<file path="src/rtl/uart_rx.sv">
// uart_rx: sampling UART receiver, 8N1, LSB first, static baud rate.
// Recovers bytes from the serial line and presents each as a one-cycle strobe;
// stop-bit framing errors are reported as a one-cycle pulse.
module uart_rx #(
    parameter int unsigned pTicksPerBaud = 217,
    parameter bit          pInvertData   = 1'b1
) (
    input  logic       clk,
    input  logic       rst,
    input  logic       rx,
    output logic [7:0] data,
    output logic       stb,
    output logic       err,
    output logic       busy
);

    localparam int unsigned CNT_W = $clog2(pTicksPerBaud);
    localparam int unsigned IDX_W = 3;
    localparam logic [CNT_W-1:0] CNT_HALF = CNT_W'(pTicksPerBaud / 2 - 1);
    localparam logic [CNT_W-1:0] CNT_LAST = CNT_W'(pTicksPerBaud - 1);
    localparam logic [7:0]       DATA_MASK = {8{pInvertData}};

    // Reject baud divisors too small for a meaningful mid-bit sample.
    if (pTicksPerBaud < 4) begin : g_param_check
        $error("uart_rx: pTicksPerBaud must be 4 or more");
    end

    typedef enum logic [2:0] {
        ST_IDLE,
        ST_START,
        ST_DATA,
        ST_STOP,
        ST_BREAK
    } state_e;

    state_e           state_q;
    logic [1:0]       rx_sync_q;
    logic [CNT_W-1:0] baud_cnt_q;
    logic [IDX_W-1:0] bit_idx_q;
    logic [7:0]       shift_q;
    logic [7:0]       data_q;
    logic             stb_q;
    logic             err_q;
    logic             busy_q;

    logic             rx_s;
    logic [7:0]       shift_d;
    logic [7:0]       data_d;

    assign rx_s    = rx_sync_q[1];
    assign shift_d = {rx_s, shift_q[7:1]};
    assign data_d  = shift_q ^ DATA_MASK;

    assign data = data_q;
    assign stb  = stb_q;
    assign err  = err_q;
    assign busy = busy_q;

    // Two-flop synchronizer for the asynchronous serial line; resets to idle-high.
    always_ff @(posedge clk) begin
        if (rst) begin
            rx_sync_q <= 2'b11;
        end else begin
            rx_sync_q <= {rx_sync_q[0], rx};
        end
    end

    // Frame FSM: baud counting, mid-bit sampling, and registered strobes/busy.
    always_ff @(posedge clk) begin
        if (rst) begin
            state_q    <= ST_IDLE;
            baud_cnt_q <= '0;
            bit_idx_q  <= '0;
            shift_q    <= '0;
            data_q     <= '0;
            stb_q      <= 1'b0;
            err_q      <= 1'b0;
            busy_q     <= 1'b0;
        end else begin
            stb_q <= 1'b0;
            err_q <= 1'b0;
            case (state_q)
                ST_IDLE: begin
                    baud_cnt_q <= '0;
                    if (!rx_s) begin
                        state_q <= ST_START;
                        busy_q  <= 1'b1;
                    end
                end
                ST_START: begin
                    if (baud_cnt_q == CNT_HALF) begin
                        baud_cnt_q <= '0;
                        bit_idx_q  <= '0;
                        if (!rx_s) begin
                            state_q <= ST_DATA;
                        end else begin
                            // Start bit did not hold to mid-bit: treat as a glitch.
                            state_q <= ST_IDLE;
                            busy_q  <= 1'b0;
                        end
                    end else begin
                        baud_cnt_q <= baud_cnt_q + CNT_W'(1);
                    end
                end
                ST_DATA: begin
                    if (baud_cnt_q == CNT_LAST) begin
                        baud_cnt_q <= '0;
                        shift_q    <= shift_d;
                        bit_idx_q  <= bit_idx_q + IDX_W'(1);
                        if (bit_idx_q == IDX_W'(7)) begin
                            state_q <= ST_STOP;
                        end
                    end else begin
                        baud_cnt_q <= baud_cnt_q + CNT_W'(1);
                    end
                end
                ST_STOP: begin
                    if (baud_cnt_q == CNT_LAST) begin
                        baud_cnt_q <= '0;
                        busy_q     <= 1'b0;
                        if (rx_s) begin
                            // Leave at mid-stop-bit so a back-to-back start edge is caught.
                            stb_q   <= 1'b1;
                            data_q  <= data_d;
                            state_q <= ST_IDLE;
                        end else begin
                            err_q   <= 1'b1;
                            state_q <= ST_BREAK;
                        end
                    end else begin
                        baud_cnt_q <= baud_cnt_q + CNT_W'(1);
                    end
                end
                ST_BREAK: begin
                    // Line held low after a bad stop bit: wait for it to return idle.
                    baud_cnt_q <= '0;
                    if (rx_s) begin
                        state_q <= ST_IDLE;
                    end
                end
                default: begin
                    state_q    <= ST_IDLE;
                    baud_cnt_q <= '0;
                    busy_q     <= 1'b0;
                end
            endcase
        end
    end

endmodule

</file>
<file path="config.mk">
export PLATFORM = sky130hd
export DESIGN_NAME = uart_rx
export DESIGN_NICKNAME = d
export VERILOG_FILES = /design/src/rtl/uart_rx.sv
export SDC_FILE = /design/constraint.sdc
export NUM_CORES = 1
export LEC_CHECK = 0
export CORE_MARGIN = 4
export CORE_UTILIZATION = 61
export CTS_BUF_LIST = sky130_fd_sc_hd__clkbuf_4 sky130_fd_sc_hd__clkbuf_8
export DETAILED_ROUTE_END_ITERATION = 10
export GPL_TIMING_DRIVEN = 1
export PLACE_DENSITY = 0.84
export SYNTH_ARGS = -nofsm -noshare
export SYNTH_HDL_FRONTEND = slang
export SYNTH_SLANG_ARGS = --single-unit
</file>
<file path="constraint.sdc">
create_clock -name clk -period 3.6 [get_ports clk]
set_input_delay 0.54 -clock clk [delete_from_list [all_inputs] [get_ports clk]]
set_output_delay 0.54 -clock clk [all_outputs]
set_load 0.01 [all_outputs]
</file>
==> results.md, run 1 <==
- P&R area growth vs syn: 12.9%
- Total gr overflow: 0
- Nature of the critical path endpoint: flop
- Initial core utilization: 66.7%
- Ports: 14
- Worst Tran Pin Value: 958 ps
- P_sw: 0.140 mW
- CTS Buf Count: 5
- Cells on worst reg2reg path: 6
- Cell Pwr Density: 386 nW/µm²
- Share of cells above drive strength 1: 11.8%
- Clk pin slew, worst setup/hold paths: 100 ps
- Flop2flop setup slack: 1470 ps
- Clock Latency Late Sink: 340 ps
- Post-synth cell types: 41
- Placed Instances: 198
- DRT iter0 DRCs: 35
- Crit-path slowest cell: nor4_2
- ANT nets after route: 0
- CORE AREA: 2300 µm²
- Synth warnings: 0
- Max-slew violations: 0
- Result of the run: finished, final reports clean
- Setup ws final: 1470 ps
- Area after DPL: 1660 µm²
- Synth top cells by count: 35 x dfxtp_1, 26 x nor2_1, 13 x nand2_1
- Arr. time, crit path: 2350 ps
- Post-synth ARST share: 0%
- Max-cap violations: 0
- Top FF cell, synth: dfxtp_1
- # port buffers: 13
- Gr usage total: 18.9%
- Sequential Power Share: 59.3%
- Cell with the most instances after synthesis: dfxtp_1
- Top-area cell type share of the netlist area: 45.7%
- Crit-path max cell delay: 750 ps
- Pre-antenna DRT Iters: 4
- Clock tree buffer depth: 2
- Peak supply drop: 0.000345 V
- Post-synthesis cell count: 164
- Final RePlAce weighted congestion: 0.809
- Hold Crit Endpoint: rx_sync_q[1]
- Pre-CTS WS: 1430 ps
- Seq/Total Area, Yosys: 45.7%
- Worst EP required: 3820 ps
- Total wire length: 2770 µm
- Final-report setup violation count: 0
- Number of synthesized flops with an enable pin: 0
- Post-layout min period: 2130 ps
- WL per Instance: 13.4 µm
- P_leak: 0.641 nW
- # Post-CTS Setup Buffers: 0
- Hold-fix buffer count after cts: 0
- Hold slack: 428 ps
- Worst setup path class: flop to flop
- CTS root buf: clkbuf_4
- Final setup TNS: 0 ps
- Reg2reg end: baud_cnt_q[3]
- Mean Syn Cell Area: 9.35 µm²
- Non-filler cells, final: 206
- Die width: 58.1 µm
- Vias in the first global route: 1,097
- Fin crit share: 59.2%
- Largest net degree at the start of global routing: 18
- Switch share: 21.0%
- CTS Sinks: 35
- Clock share of power: 36.3%
- Source of the worst register-to-register timing path: baud_cnt_q[0]
- Post-cts resize count: 0
- Hold path start: rx_sync_q[0]
- Final Cell Area: 1730 µm²
- First-pass GRT wire length: 4740 µm
- Initial antenna violation count: 0
- H-tree depth: 2
- Max Fclk: 469 MHz
- Die area: 3380 µm²
- Worst Hold Path Cells: 1
- Relative slew slack: 35.6%
- RSZ-0062 raised after global routing: false
- Worst-path fanout max: 12
- Drt drc: 0
- Vias after detailed routing: 1,168
- Std-Cell Rows: 17
- Final hold violations: 0
- Total Power: 0.667 mW
- Seq cells post-synth: 35
- Worst-path cell chain: inv_1, ha_1, nand4b_4, nor4_2, a2111o_1, nor2_1
- CTS tree: built
- Worst Skew: 4.65 ps
- Antenna diode count: 0
- Internal power: 0.527 mW
- Worst Hold Class: flop to flop
- DPL Wire Length: 2000 µm
- Logic gate share of total power: 4.4%
- Die height: 58.1 µm
- Syn Std Cell Area: 1530 µm²
- Leading post-synthesis cells by cell area: dfxtp_1 46%, nor2_1 6.4%, nand3_1 3.9%
- Nets@finish: 184
- Area leader, netlist: dfxtp_1
- Post-DR vias/cell: 5.67
- Setup crit start kind: flop
- Syn_nets: 171
- Final Util: 75.3%
[flip-flops by register name, summed over array words and instances (netlist names)]
signal and flops:
baud_cnt_q 8, data 8, bit_idx_q 3, rx_sync_q 2
err 1, busy 1, stb 1, shift_q 8
state_q 3
[power by group through the flow]
stage | Clock, mW | Sequential [mW] | Combinational (mW)
5_1_grt | 0.269 | 0.397 | 0.0323
2_1_floorplan | 0 | 0.404 | 0.0199
6_report | 0.242 | 0.396 | 0.0294
4_1_cts | 0.248 | 0.396 | 0.0296
3_5_place_dp | 0 | 0.405 | 0.0292
3_3_place_gp | 0 | 0.405 | 0.0289
[layer usage]
| metal | GRT usage, % | up-vias | share of wire [%] | routed length [µm] |
|---|---|---|---|---|
| met5 | 0 | - | 0 | 0 |
| li1 | - | 601 | - | - |
| met2 | 30.5 | 28 | 49 | 1360 |
| met4 | 11.3 | 0 | 2.6 | 72 |
| met3 | 7.35 | 8 | 5.3 | 146 |
| met1 | 21.1 | 531 | 43 | 1190 |
[cells by family (layout without fill, tap and decap cells)]
logic type               after synthesis  count (layout)  synth area share [%]
AO/OA/AOI/OAI                         25              25                  12.2
XOR/XNOR                               6               6                  3.43
adder cells (fa/ha/maj)                4               4                  3.27
buffers and inverters                 14              28                  4.57
flip-flops                            35              35                  45.7
multiplexers                           5               5                  3.27
AND/OR/NAND/NOR                       75              75                  27.6
[critical path: cells and delay by family, from the launching register on]
kind,cells,cell delay [ps]
DFF,1,360
and+or+nand+nor,3,1020
AOI/OAI and AO/OA,1,360
adders and majority gates,1,190
buffers and inverters,1,70
[how the worst max path moves through the flow]
stage	start	endpoint	slack (ps)	cells after the start
6_report	baud_cnt_q[0]	baud_cnt_q[3]	1470	6
5_1_grt	baud_cnt_q[0]	baud_cnt_q[3]	1280	6
4_1_cts	baud_cnt_q[0]	baud_cnt_q[3]	1480	6
3_5_place_dp	rst	baud_cnt_q[3]	1430	4
3_3_place_gp	rst	baud_cnt_q[6]	1510	4
2_1_floorplan	baud_cnt_q[0]	shift_q[7]	1950	7
[layout make-up]
class / count / area, µm²
clock buffers: 8 / 72.6
fillers: 177 / 567
well taps: 28 / 35.0
repair buffers: 14 / 138
flip-flops and latches: 35 / 701
inverters: 6 / 22.5
multi-input cells: 115 / 762
[placed cells by master, fill, tap and decap left out, types with 2 or more instances in the layout]
master / netlist / final
nand3_1: 12 / 12
nor3_1: 5 / 5
or2_2: 2 / 2
ha_1: 4 / 4
a211oi_1: 6 / 6
nand2_1: 13 / 13
a211oi_2: 2 / 2
inv_1: 4 / 4
clkdlybuf4s50_1: 0 / 13
and3_1: 2 / 2
a21oi_1: 8 / 8
clkbuf_4: 0 / 6
nor2_1: 26 / 26
dfxtp_1: 35 / 35
clkbuf_8: 0 / 2
xnor2_1: 4 / 4
inv_2: 2 / 2
nand2b_1: 4 / 4
mux2i_1: 5 / 5
xor2_1: 2 / 2
No activity file was read; power rests on OpenSTA's default activity.
==> run 2, diff against run 1 <==
- CORE_UTILIZATION: 61 -> 58
- PLACE_DENSITY: 0.84 -> 0.8
- clock period: 3.6 -> 2.1 ns (I/O delays scaled with it)
==> run 2 against run 1 <==
Sequential share of layout area shrank 0.20 points. Clock power grew 50%. Sequential cell count is the same. Worst hold slack lost 1.5 ps. Global-route usage shrank 0.19 points. Sequential power grew 71%. Critical endpoint is now shift_q[7]. Largest cell class unchanged.
==> results.md, run 2 (synthesized netlist as in run 1, its figures left out) <==
- Die width: 59.4 µm
- DRT iter0 DRCs: 42
- Post-DR vias/cell: 5.56
- Reg2reg end: shift_q[7]
- Nature of the critical path endpoint: flop
- Initial antenna violation count: 0
- Switch share: 22.3%
- Setup crit start kind: flop
- Relative slew slack: 75.4%
- Hold-fix buffer count after cts: 0
- Cell Pwr Density: 629 nW/µm²
- CTS tree: built
- Post-layout min period: 1690 ps
- Worst-path cell chain: inv_1, ha_1, nand4b_4, or4b_4, mux2i_1, nor2_1
- Largest net degree at the start of global routing: 22
- Peak supply drop: 0.000572 V
- Die area: 3530 µm²
- Source of the worst register-to-register timing path: baud_cnt_q[0]
- # port buffers: 13
- CTS Buf Count: 5
- Total Power: 1.09 mW
- Result of the run: finished, final reports clean
- Crit-path max cell delay: 580 ps
- Cells on worst reg2reg path: 6
- Vias in the first global route: 1,126
- CORE AREA: 2500 µm²
- DPL Wire Length: 1950 µm
- Worst Skew: 7.92 ps
- ANT nets after route: 0
- H-tree depth: 2
- Final setup TNS: 0 ps
- Share of cells above drive strength 1: 12.8%
- Total gr overflow: 0
- P_sw: 0.244 mW
- Antenna diode count: 0
- Worst Tran Pin Value: 367 ps
- Ports: 14
- Gr usage total: 18.8%
- CTS root buf: clkbuf_4
- P_leak: 0.649 nW
- Worst EP required: 2340 ps
- Logic gate share of total power: 4.7%
- Worst-path fanout max: 8
- Nets@finish: 187
- Total wire length: 2670 µm
- RSZ-0062 raised after global routing: false
- Commonest non-fill, non-tap cell in the layout: dfxtp_1
- Max-cap violations: 0
- Drt drc: 0
- CTS Sinks: 35
- Flop2flop setup slack: 410 ps
- Post-cts resize count: 0
- Final-report setup violation count: 0
- Crit path launch: baud_cnt_q[0]
- P&R area growth vs syn: 13.5%
- Clock tree buffer depth: 2
- Initial core utilization: 61.3%
- Non-filler cells, final: 210
- Most frequent cells in the layout: 35 x dfxtp_1, 26 x nor2_1, 13 x nand2_1, 13 x clkdlybuf4s50_1, 12 x nand3_1
- # Post-CTS Setup Buffers: 0
- Final hold violations: 0
- Sequential Power Share: 62.0%
- Std-Cell Rows: 18
- Final RePlAce weighted congestion: 0.782
- Pre-antenna DRT Iters: 4
- Crit path to: shift_q[7]
- Vias after detailed routing: 1,168
- Placed Instances: 203
- Clock share of power: 33.3%
- Arr. time, crit path: 1930 ps
- Worst Hold Class: flop to flop
- First-pass GRT wire length: 4870 µm
- WL per Instance: 12.7 µm
- Crit-path slowest cell: or4b_4
- Fin crit share: 80.7%
- Clock Latency Late Sink: 340 ps
- Clk pin slew, worst setup/hold paths: 100 ps
- Die height: 59.4 µm
- Max Fclk: 590 MHz
- Internal power: 0.850 mW
- Max-slew violations: 0
- Worst setup path class: flop to flop
[run 2: changes by cell type in the layout (fill, tap and decap cells not counted), sizes merged]
cell	previous run	this run
clkinv	0	1
clkbuf	8	6
buf	1	4
[run 2: area by class of cell]
cell class / count / area [µm²]
inverter: 6 / 22.5
sequential: 35 / 701
clock buffer: 6 / 51.3
clock inverter: 1 / 5.00
multi-input combinational: 115 / 762
tap: 30 / 37.5
timing repair buffer: 17 / 160
fill: 203 / 761
[run 2: critical path, delay by kind of cell (launching register included)]
kind / cells / cell delay [ps]
simple gates: 3 / 820
flops: 1 / 350
fa+ha+maj: 1 / 190
mux: 1 / 170
buf+inv: 1 / 70
[run 2: how the worst min path moves through the flow]
stage	cells after the start	slack (ps)	start	to
detailed placement	1	410	rx_sync_q[0]	rx_sync_q[1]
floorplan	1	390	rx_sync_q[0]	rx_sync_q[1]
CTS	1	430	rx_sync_q[0]	rx_sync_q[1]
global placement	1	400	rx_sync_q[0]	rx_sync_q[1]
finish	1	430	rx_sync_q[0]	rx_sync_q[1]
global route	1	460	rx_sync_q[0]	rx_sync_q[1]
[run 2: per-stage QoR]
step / utilization, % / setup slack [ps] / instance area (µm²) / hold WS [ps]
global route: 69.6 / 270 / 1740 / 462
floorplan: - / 452 / 1530 / 389
finish: 69.6 / 406 / 1740 / 427
detailed placement: 67.3 / 401 / 1680 / 407
global placement: 67.3 / 469 / 1680 / 397
CTS: 69.6 / 396 / 1740 / 434
[run 2: power by group through the flow]
stage | clock network (mW) | logic (mW) | registers (mW)
2_1_floorplan | 0 | 0.0342 | 0.692
3_3_place_gp | 0 | 0.0510 | 0.694
3_5_place_dp | 0 | 0.0517 | 0.694
4_1_cts | 0.376 | 0.0520 | 0.678
5_1_grt | 0.406 | 0.0575 | 0.680
6_report | 0.364 | 0.0514 | 0.678
[run 2: routing by layer]
layer / GRT usage (%) / share of wire, % / vias to the layer above / wire [µm]
met5: 0 / 0 / - / 0
met3: 5.23 / 4.8 / 5 / 128
met1: 20.9 / 43 / 542 / 1150
li1: - / - / 600 / -
met4: 12.6 / 2.3 / 0 / 61
met2: 30.7 / 50 / 21 / 1320
